[src/rtl/matmul_seq_pkg.sv]
// Shared types and sizes for the matrix_multiplication host sequencer.
package matmul_seq_pkg;

  localparam int DWIDTH  = 8;
  localparam int MM_SIZE = 32;
  localparam int AWIDTH  = 7;
  localparam int ROW_W   = MM_SIZE * DWIDTH;

  typedef enum logic [2:0] {
    ST_IDLE     = 3'd0,
    ST_LOAD_A   = 3'd1,
    ST_LOAD_B   = 3'd2,
    ST_DRAIN_WR = 3'd3,
    ST_COMPUTE  = 3'd4,
    ST_UNLOAD   = 3'd5
  } seq_state_e;

endpackage

[src/rtl/seq_delay_line.sv]
// Fixed-depth shift register that advances every cycle; clears on reset.
module seq_delay_line #(
  parameter int DEPTH = 2,
  parameter int WIDTH = 1
) (
  input  logic             clk_mem,
  input  logic             reset,
  input  logic [WIDTH-1:0] din,
  output logic [WIDTH-1:0] dout
);

  logic [DEPTH-1:0][WIDTH-1:0] stage_q;
  logic [DEPTH-1:0][WIDTH-1:0] stage_d;

  always_comb begin
    stage_d[0] = din;
    for (int i = 1; i < DEPTH; i++) begin
      stage_d[i] = stage_q[i-1];
    end
  end

  always_ff @(posedge clk_mem) begin
    if (reset) begin
      stage_q <= '0;
    end else begin
      stage_q <= stage_d;
    end
  end

  assign dout = stage_q[DEPTH-1];

endmodule

[src/rtl/matmul_mem_sequencer.sv]
// Loads A/B into matrix_multiplication, runs it, and streams C back out.
// Define SEQ_PERF_COUNTER_EN to add perf_compute_cycles / perf_job_cycles outputs.
module matmul_mem_sequencer
  import matmul_seq_pkg::*;
#(
  parameter int NUM_ROWS    = 32,
  parameter int WR_ADDR_LAT = 2,
  parameter int RD_LAT      = 4
) (
  input  logic              clk_mem,
  input  logic              reset,
  input  logic              cmd_start,
  output logic              busy,
  input  logic              in_valid,
  output logic              in_ready,
  input  logic [ROW_W-1:0]  in_data,
  output logic              out_valid,
  output logic [ROW_W-1:0]  out_data,
  output logic              enable_writing_to_mem,
  output logic              enable_reading_from_mem,
  output logic [AWIDTH-1:0] addr_pi,
  output logic [ROW_W-1:0]  data_pi,
  output logic              we_a,
  output logic              we_b,
  output logic              we_c,
  output logic              start_mat_mul,
  input  logic              done_mat_mul,
  input  logic [ROW_W-1:0]  data_from_out_mat
`ifdef SEQ_PERF_COUNTER_EN
  ,
  output logic [31:0]       perf_compute_cycles,
  output logic [31:0]       perf_job_cycles
`endif
);

  localparam logic [AWIDTH-1:0] ROW_LAST = AWIDTH'(NUM_ROWS - 1);
  localparam int DCW = $clog2(WR_ADDR_LAT + 2);
  localparam logic [DCW-1:0] DRAIN_LAST = DCW'(WR_ADDR_LAT);

  seq_state_e        state_q, state_d;
  logic [AWIDTH-1:0] row_cnt_q, row_cnt_d;
  logic [DCW-1:0]    drain_cnt_q, drain_cnt_d;
  logic [AWIDTH-1:0] rd_cnt_q, rd_cnt_d;
  logic              rd_all_q, rd_all_d;
  logic [AWIDTH-1:0] out_cnt_q, out_cnt_d;
  logic [ROW_W-1:0]  data_hold_q, data_hold_d;

  logic              hs;
  logic              rd_issue;
  logic [ROW_W+1:0]  wr_dl_in, wr_dl_out;

  always_ff @(posedge clk_mem) begin
    if (reset) begin
      state_q     <= ST_IDLE;
      row_cnt_q   <= '0;
      drain_cnt_q <= '0;
      rd_cnt_q    <= '0;
      rd_all_q    <= 1'b0;
      out_cnt_q   <= '0;
      data_hold_q <= '0;
    end else begin
      state_q     <= state_d;
      row_cnt_q   <= row_cnt_d;
      drain_cnt_q <= drain_cnt_d;
      rd_cnt_q    <= rd_cnt_d;
      rd_all_q    <= rd_all_d;
      out_cnt_q   <= out_cnt_d;
      data_hold_q <= data_hold_d;
    end
  end

  always_comb begin
    state_d     = state_q;
    row_cnt_d   = row_cnt_q;
    drain_cnt_d = drain_cnt_q;
    rd_cnt_d    = rd_cnt_q;
    rd_all_d    = rd_all_q;
    out_cnt_d   = out_cnt_q;
    case (state_q)
      ST_IDLE: begin
        if (cmd_start) begin
          state_d     = ST_LOAD_A;
          row_cnt_d   = '0;
          drain_cnt_d = '0;
          rd_cnt_d    = '0;
          rd_all_d    = 1'b0;
          out_cnt_d   = '0;
        end
      end
      ST_LOAD_A, ST_LOAD_B: begin
        if (hs) begin
          if (row_cnt_q == ROW_LAST) begin
            row_cnt_d   = '0;
            drain_cnt_d = '0;
            state_d     = (state_q == ST_LOAD_A) ? ST_LOAD_B : ST_DRAIN_WR;
          end else begin
            row_cnt_d = row_cnt_q + 1'b1;
          end
        end
      end
      // Keep the write window open until the last we_b reaches the RAM, plus one idle cycle.
      ST_DRAIN_WR: begin
        if (drain_cnt_q == DRAIN_LAST) begin
          drain_cnt_d = '0;
          state_d     = ST_COMPUTE;
        end else begin
          drain_cnt_d = drain_cnt_q + 1'b1;
        end
      end
      ST_COMPUTE: begin
        if (done_mat_mul) begin
          state_d   = ST_UNLOAD;
          rd_cnt_d  = '0;
          rd_all_d  = 1'b0;
          out_cnt_d = '0;
        end
      end
      ST_UNLOAD: begin
        if (!rd_all_q) begin
          if (rd_cnt_q == ROW_LAST) begin
            rd_all_d = 1'b1;
          end else begin
            rd_cnt_d = rd_cnt_q + 1'b1;
          end
        end
        if (out_valid) begin
          if (out_cnt_q == ROW_LAST) begin
            state_d   = ST_IDLE;
            rd_cnt_d  = '0;
            rd_all_d  = 1'b0;
            out_cnt_d = '0;
          end else begin
            out_cnt_d = out_cnt_q + 1'b1;
          end
        end
      end
      default: state_d = ST_IDLE;
    endcase
  end

  always_comb begin
    busy                    = (state_q != ST_IDLE);
    in_ready                = (state_q == ST_LOAD_A) || (state_q == ST_LOAD_B);
    hs                      = in_valid && in_ready;
    enable_writing_to_mem   = in_ready ||
                              ((state_q == ST_DRAIN_WR) && (drain_cnt_q < DRAIN_LAST));
    enable_reading_from_mem = (state_q == ST_UNLOAD);
    start_mat_mul           = (state_q == ST_COMPUTE);
    we_c                    = (state_q == ST_COMPUTE);
    rd_issue                = (state_q == ST_UNLOAD) && !rd_all_q;
    addr_pi                 = '0;
    if (in_ready) begin
      addr_pi = row_cnt_q;
    end else if (state_q == ST_UNLOAD) begin
      addr_pi = rd_cnt_q;
    end
    wr_dl_in    = {hs && (state_q == ST_LOAD_A), hs && (state_q == ST_LOAD_B), in_data};
    we_a        = wr_dl_out[ROW_W+1];
    we_b        = wr_dl_out[ROW_W];
    data_pi     = (we_a || we_b) ? wr_dl_out[ROW_W-1:0] : data_hold_q;
    data_hold_d = data_pi;
    out_data    = out_valid ? data_from_out_mat : '0;
  end

  // Write strobes and data lag addr_pi by the core's registered address path.
  seq_delay_line #(.DEPTH(WR_ADDR_LAT), .WIDTH(ROW_W + 2)) u_wr_dl (
    .clk_mem (clk_mem),
    .reset   (reset),
    .din     (wr_dl_in),
    .dout    (wr_dl_out)
  );

  seq_delay_line #(.DEPTH(RD_LAT), .WIDTH(1)) u_rd_dl (
    .clk_mem (clk_mem),
    .reset   (reset),
    .din     (rd_issue),
    .dout    (out_valid)
  );

`ifdef SEQ_PERF_COUNTER_EN
  logic [31:0] perf_compute_q, perf_compute_d;
  logic [31:0] perf_job_q, perf_job_d;

  always_ff @(posedge clk_mem) begin
    if (reset) begin
      perf_compute_q <= '0;
      perf_job_q     <= '0;
    end else begin
      perf_compute_q <= perf_compute_d;
      perf_job_q     <= perf_job_d;
    end
  end

  always_comb begin
    perf_compute_d = perf_compute_q;
    perf_job_d     = perf_job_q;
    if ((state_q == ST_IDLE) && cmd_start) begin
      perf_compute_d = '0;
      perf_job_d     = '0;
    end else begin
      if ((state_q == ST_COMPUTE) && (perf_compute_q != '1)) perf_compute_d = perf_compute_q + 1'b1;
      if (busy && (perf_job_q != '1)) perf_job_d = perf_job_q + 1'b1;
    end
  end

  assign perf_compute_cycles = perf_compute_q;
  assign perf_job_cycles     = perf_job_q;
`endif

endmodule

[config.mk]
export PLATFORM = sky130hd
export DESIGN_NAME = matmul_mem_sequencer
export DESIGN_NICKNAME = d
export VERILOG_FILES = /design/src/rtl/matmul_seq_pkg.sv /design/src/rtl/seq_delay_line.sv /design/src/rtl/matmul_mem_sequencer.sv
export SDC_FILE = /design/constraint.sdc
export NUM_CORES = 1
export LEC_CHECK = 0
export BUFFER_PORTS_ARGS = -buffer_cell sky130_fd_sc_hd__buf_2
export CORE_AREA = 5 5 403 405
export DETAILED_ROUTE_END_ITERATION = 8
export DIE_AREA = 0 0 408 410
export REMOVE_ABC_BUFFERS = 1
export SYNTH_ARGS = -nofsm -noshare
export SYNTH_HDL_FRONTEND = slang
export SYNTH_SLANG_ARGS = --single-unit
[constraint.sdc]
create_clock -name clk_mem -period 4.49 [get_ports clk_mem]
set_clock_uncertainty 0.1 [all_clocks]
set_input_delay 0.6735 -clock clk_mem [delete_from_list [all_inputs] [get_ports clk_mem]]
set_output_delay 0.6735 -clock clk_mem [all_outputs]
set_load 0.01 [all_outputs]
# Word-level counts from Yosys, hierarchy flattened
# Index checks and enable logic that the tools add are counted.
[totals]
output_inout_bits = 528
wordCells = 92
ff_bits = 803
in_bits = 517
[classes]
n_reduce_logical = 20
add_sub_neg = 4
eq_ne = 16
muxes = 38
order_cmp = 1
[ops]
columns = ["operator", "n"]
rows = [
  ["$mux W256", 2],
  ["$mux W7", 12],
  ["$pmux W7 S3", 2],
  ["$add A7 B1 Y7 const B", 3],
  ["$eq A7 B5 Y1 const B", 3],
  ["$mux W3", 7],
  ["$pmux W3 S5", 1],
  ["$pmux W7 S2", 1],
  ["$reduce_bool A3 Y1", 3],
  ["$mux W2", 4],
  ["$ne A2 B2 Y1 const B", 4],
  ["$reduce_and A4 Y1", 2],
  ["$mux W1", 7],
  ["$reduce_and A7 Y1", 1],
  ["$eq A3 B2 Y1 const B", 2],
  ["$eq A3 B3 Y1 const B", 2],
  ["$ne A2 B1 Y1 const B", 3],
  ["$pmux W2 S3", 1],
  ["$reduce_and A3 Y1", 2],
  ["$logic_and A1 B1 Y1", 5],
  ["$eq A3 B1 Y1 const B", 1],
  ["$logic_not A3 Y1", 1],
  ["$logic_or A1 B1 Y1", 3],
  ["$pmux W1 S3", 1],
  ["6 further kinds", 6],
]

# Logic depth before layout (Yosys ltp)
[depth]
word_depth = 6
mapped_depth = 7
ltp_nobuf = 5

# Hierarchy
# A second synthesis with hierarchy kept.
[hier_totals]
hier_cells = 2388
area_unflattened_um2 = 27198.6
[by_module_without_submodules]
columns = ["module", "area_each_um2", "seq_area_each_um2", "cells_each", "instances"]
rows = [
  ["seq_delay_line (u_wr_dl)", 13922.1, 10329.9, 1089, 1],
  ["matmul_mem_sequencer", 13171.4, 5665.4, 1291, 1],
  ["seq_delay_line (u_rd_dl)", 105.1, 80.1, 8, 1],
]

# Least setup slack after synthesis
# Ideal clock, no wire load.
[synth_timing]
path_type = "register to output"
start = "register u_wr_dl.stage_q (netlist bit u_wr_dl.dout[256])"
end = "output port data_pi[100]"
n_path_buf = 2
required_ns = 3.717
stages_incl_launch_ff = 5
arrival_ns = 1.537
slack_ns = 2.180
path_cell_list = "dfxtp_1 -> nor2_1 -> clkbuf_1 -> clkbuf_1 -> mux2_2"
[synth_between]
elab_chain_len = 2
[synth_lines]
columns = ["element", "line", "rtl"]
rows = [
  ["start: declaration", "seq_delay_line.sv:12", "logic [DEPTH-1:0][WIDTH-1:0] stage_q;"],
  ["start signal: assignment", "seq_delay_line.sv:26", "stage_q <= stage_d;"],
  ["$logic_or A1 B1 Y1", "matmul_mem_sequencer.sv:160", "data_pi = (we_a || we_b) ? wr_dl_out[ROW_W-1:0] : data_hold_q;"],
  ["$mux W256", "matmul_mem_sequencer.sv:160", ""],
  ["end: declaration", "matmul_mem_sequencer.sv:22", "output logic [ROW_W-1:0] data_pi,"],
]
# No other way between the ends.

# Final worst setup path
[layout_timing]
start = "register state_q[1]"
end = "output port addr_pi[1]"
[layout_between]
elab_chain_len = 3
elab_cells_between_ends = 6
classes_between = "eq/ne (3); mux (2); reduce/logical (1)"
[layout_lines]
columns = ["element", "line", "rtl"]
rows = [
  ["start: declaration", "matmul_mem_sequencer.sv:40", "seq_state_e state_q, state_d;"],
  ["start signal: assignment", "matmul_mem_sequencer.sv:62", "state_q <= state_d;"],
  ["$eq A3 B3 Y1 (tied with other cells)", "matmul_mem_sequencer.sv:154", "end else if (state_q == ST_UNLOAD) begin"],
  ["$mux W7 / $logic_or A1 B1 Y1 (equally long branches)", "matmul_mem_sequencer.sv:154, matmul_mem_sequencer.sv:143", ""],
  ["$mux W7 (*)", "matmul_mem_sequencer.sv:152", "if (in_ready) begin"],
  ["end: declaration", "matmul_mem_sequencer.sv:21", "output logic [AWIDTH-1:0] addr_pi,"],
]
# Every way passes the cells marked *; elsewhere a longest branch is shown, timed or not.

==> out/qor.yml <==
status: "complete, no violations"
maxCapViolations: 0
cts_tree: "done"
synth.distinct_cells: 45
cts_resized: 0
finalMaxSlewViolations: 0
die_y_um: 410
crit-reg2reg-capture: "out_cnt_q[6]$_SDFFE_PP0P_"
drcViolationCount: 0
initial_utilization: 0.171
wirelength_um: 129000
max_slew_margin: 0.138
min_period_ns: 3.71
clk_pin_slew_ns: 0.06
reg2reg_slack_ns: 1.68
fin_tns_setup_ns: 0
yosys_warnings: 0
core_area_um2: 158000
worstMarginPinSlew_ns: 1.28
final_nets: 3932
insertion_delay_ns: 0.67
ioPinCount: 1045
drive_above_1_share: 0.424
stdcell_count: 5573
cts_root_buf: "clkbuf_16"
antenna_found_initial: 64
dieArea_um2: 167000
dp_slack_ns: 1.51
drt-initial-drc-count: 1199
dieWidth_um: 408
rr_startpoint: "state_q[2]$_SDFFE_PP0P_"
holdBufCountCts: 0
postCtsSetupBuffers: 0
port_buffers: 1044
leakagePower_nw: 17.6
gp_congestion: 1.06
path_max_fanout: 27
grt-ovfl-total: 0
synthCells: 2411
first_pass_iters: 5
setup_ws_ns: 0.777
end_kind: "output pin"
vias: 20500
min_from: "in_data[240]"
path_class: "reg -> out"
setup_violations: 0
synthArstFlopShare: 0
synth_edf_count: 0
grt_start_max_net_pins: 99
synth-seq-cells: 803
syn_area_per_cell_um2: 11.2
yosysTopAreaCellShare: 0.594
arrival_ns: 2.94
finalHoldViolations: 0
final_common_cell: "buf_2"
area_delta_synth_final_pct: 38.6
fmax_mhz: 269
startpoint: "state_q[1]$_SDFFE_PP0P_"
ant_nets: 0
final_cell_mix: "buf_2, dfxtp_1, nor2b_1"
cp-endpoint: "addr_pi[1]"
ir_worst_vdd_v: 0.000275
cts_buffer_depth: 3
drt-vias-per-instance: 3.68
power_density_nw_per_um2: 428
grt_pass1_wl_um: 170000
synthesis.area_um2: 27100
grt_pass1_vias: 20700
synth_area_leader_cell: "dfxtp_1"
dp_cells: 5396
wl_per_cell_um: 23.1
holdCritPathClass: "in -> reg"
period_share: 0.827
grt_setup_unrepaired: "no"
start_kind: "flip-flop"
ff2ff_path_depth: 4
synthTopCellsByArea: "dfxtp_1, nor2b_1, and2_1, mux2_2, clkbuf_1"
cts_made_buffers: 86
rows: 146
synthFlopType: "dfxtp_1"
grt_usage: 0.147
holdWs_ns: 0.105
dp_hpwl_um: 105000
yosysSeqAreaShare: 0.594
htree_levels: 3
required_ns: 3.72
cts_sinks: 803
logic make-up after synthesis:
kind of cell | synth area share
flip-flops | 0.594
multiplexers | 0.109
AND/OR/NAND/NOR | 0.254
buffers and inverters | 0.0239
adder cells (fa/ha/maj) | 0.00139
AO/OA/AOI/OAI | 0.0168
XOR/XNOR | 0.000601
through the flow:
| stage | cell area, um2 | utilization | power, mW |
|---|---|---|---|
| after floorplan | 26500 | - | 8.37 |
| after global placement | 34600 | 0.219 | 9.04 |
| after detailed placement | 34600 | 0.219 | 9.05 |
| after CTS | 37400 | 0.237 | 16.3 |
| after global routing | 37500 | 0.237 | 16.7 |
| final | 37500 | 0.237 | 16.0 |
critical path, stage by stage (launching register included):
cell	delay, ns
dfxtp_1	0.93
xnor2_2	0.22
or2_2	0.40
inv_1	0.28
a22o_1	0.27
buf_2	0.16
routing by layer:
metal | vias to the layer above | routed length, um | part of all wire | global-route usage
li1 | 9679 | - | - | -
met1 | 9600 | 38600 | 0.30 | 0.123
met2 | 880 | 66000 | 0.51 | 0.270
met3 | 307 | 9940 | 0.077 | 0.0531
met4 | 42 | 13800 | 0.11 | 0.130
met5 | - | 255 | 0.0020 | 0
how the worst min path moves through the flow:
stage | to | cells past startpoint | slack (ns)
finish | u_wr_dl.stage_d[498]$_SDFF_PP0_ | 2 | 0.11
global route | u_wr_dl.stage_d[332]$_SDFF_PP0_ | 2 | 0.04
detailed placement | u_wr_dl.dout[131]$_SDFF_PP0_ | 1 | 0.32
CTS | u_wr_dl.stage_d[313]$_SDFF_PP0_ | 2 | 0.02
floorplan | u_rd_dl.dout$_SDFF_PP0_ | 1 | 0.31
global placement | u_wr_dl.dout[228]$_SDFF_PP0_ | 1 | 0.31
flip-flops by register name, summed over array words and instances (netlist names):
| register | flops |
|---|---|
| drain_cnt_q | 2 |
| u_rd_dl.stage_d | 3 |
| u_rd_dl.dout | 1 |
| rd_cnt_q | 7 |
| u_wr_dl.dout | 258 |
| rd_all_q | 1 |
| row_cnt_q | 7 |
| u_wr_dl.stage_d | 258 |
| data_hold_q | 256 |
| out_cnt_q | 7 |
| state_q | 3 |
power by group:
part	switching, mW	internal [mW]
Clock	3.01	4.14
Sequential	0.135	7.40
Combinational	0.752	0.604
area by class of cell:
cell class | count | area [um2]
Sequential cell | 803 | 16100
Multi-Input combinational cell | 1441 | 10300
Antenna cell | 27 | 67.6
Clock buffer | 113 | 2380
Clock inverter | 37 | 479
Tap cell | 2072 | 2590
Timing Repair Buffer | 1070 | 5520
Fill cell | 17100 | 121000
Inverter | 10 | 42.5
synth_stat cells (2+ instances only):
cell type and number:
a22o_1 4, a211o_1 2, nor3b_1 3, or4_1 11, or3_1 6, nand4b_1 2, nor2b_1 519, nor2_1 10
buf_2 6, ha_1 3, and2_1 512, nand3_1 7, nand3b_1 3, nand2_1 13, a311oi_1 2, inv_1 9
mux2_2 260, o31ai_1 14, a21oi_1 25, a211oi_1 3, nor3_1 5, and4_1 3, o21ai_0 16, clkbuf_1 148
mux2i_1 3, dfxtp_1 803
(Power assumes the default switching activity.)
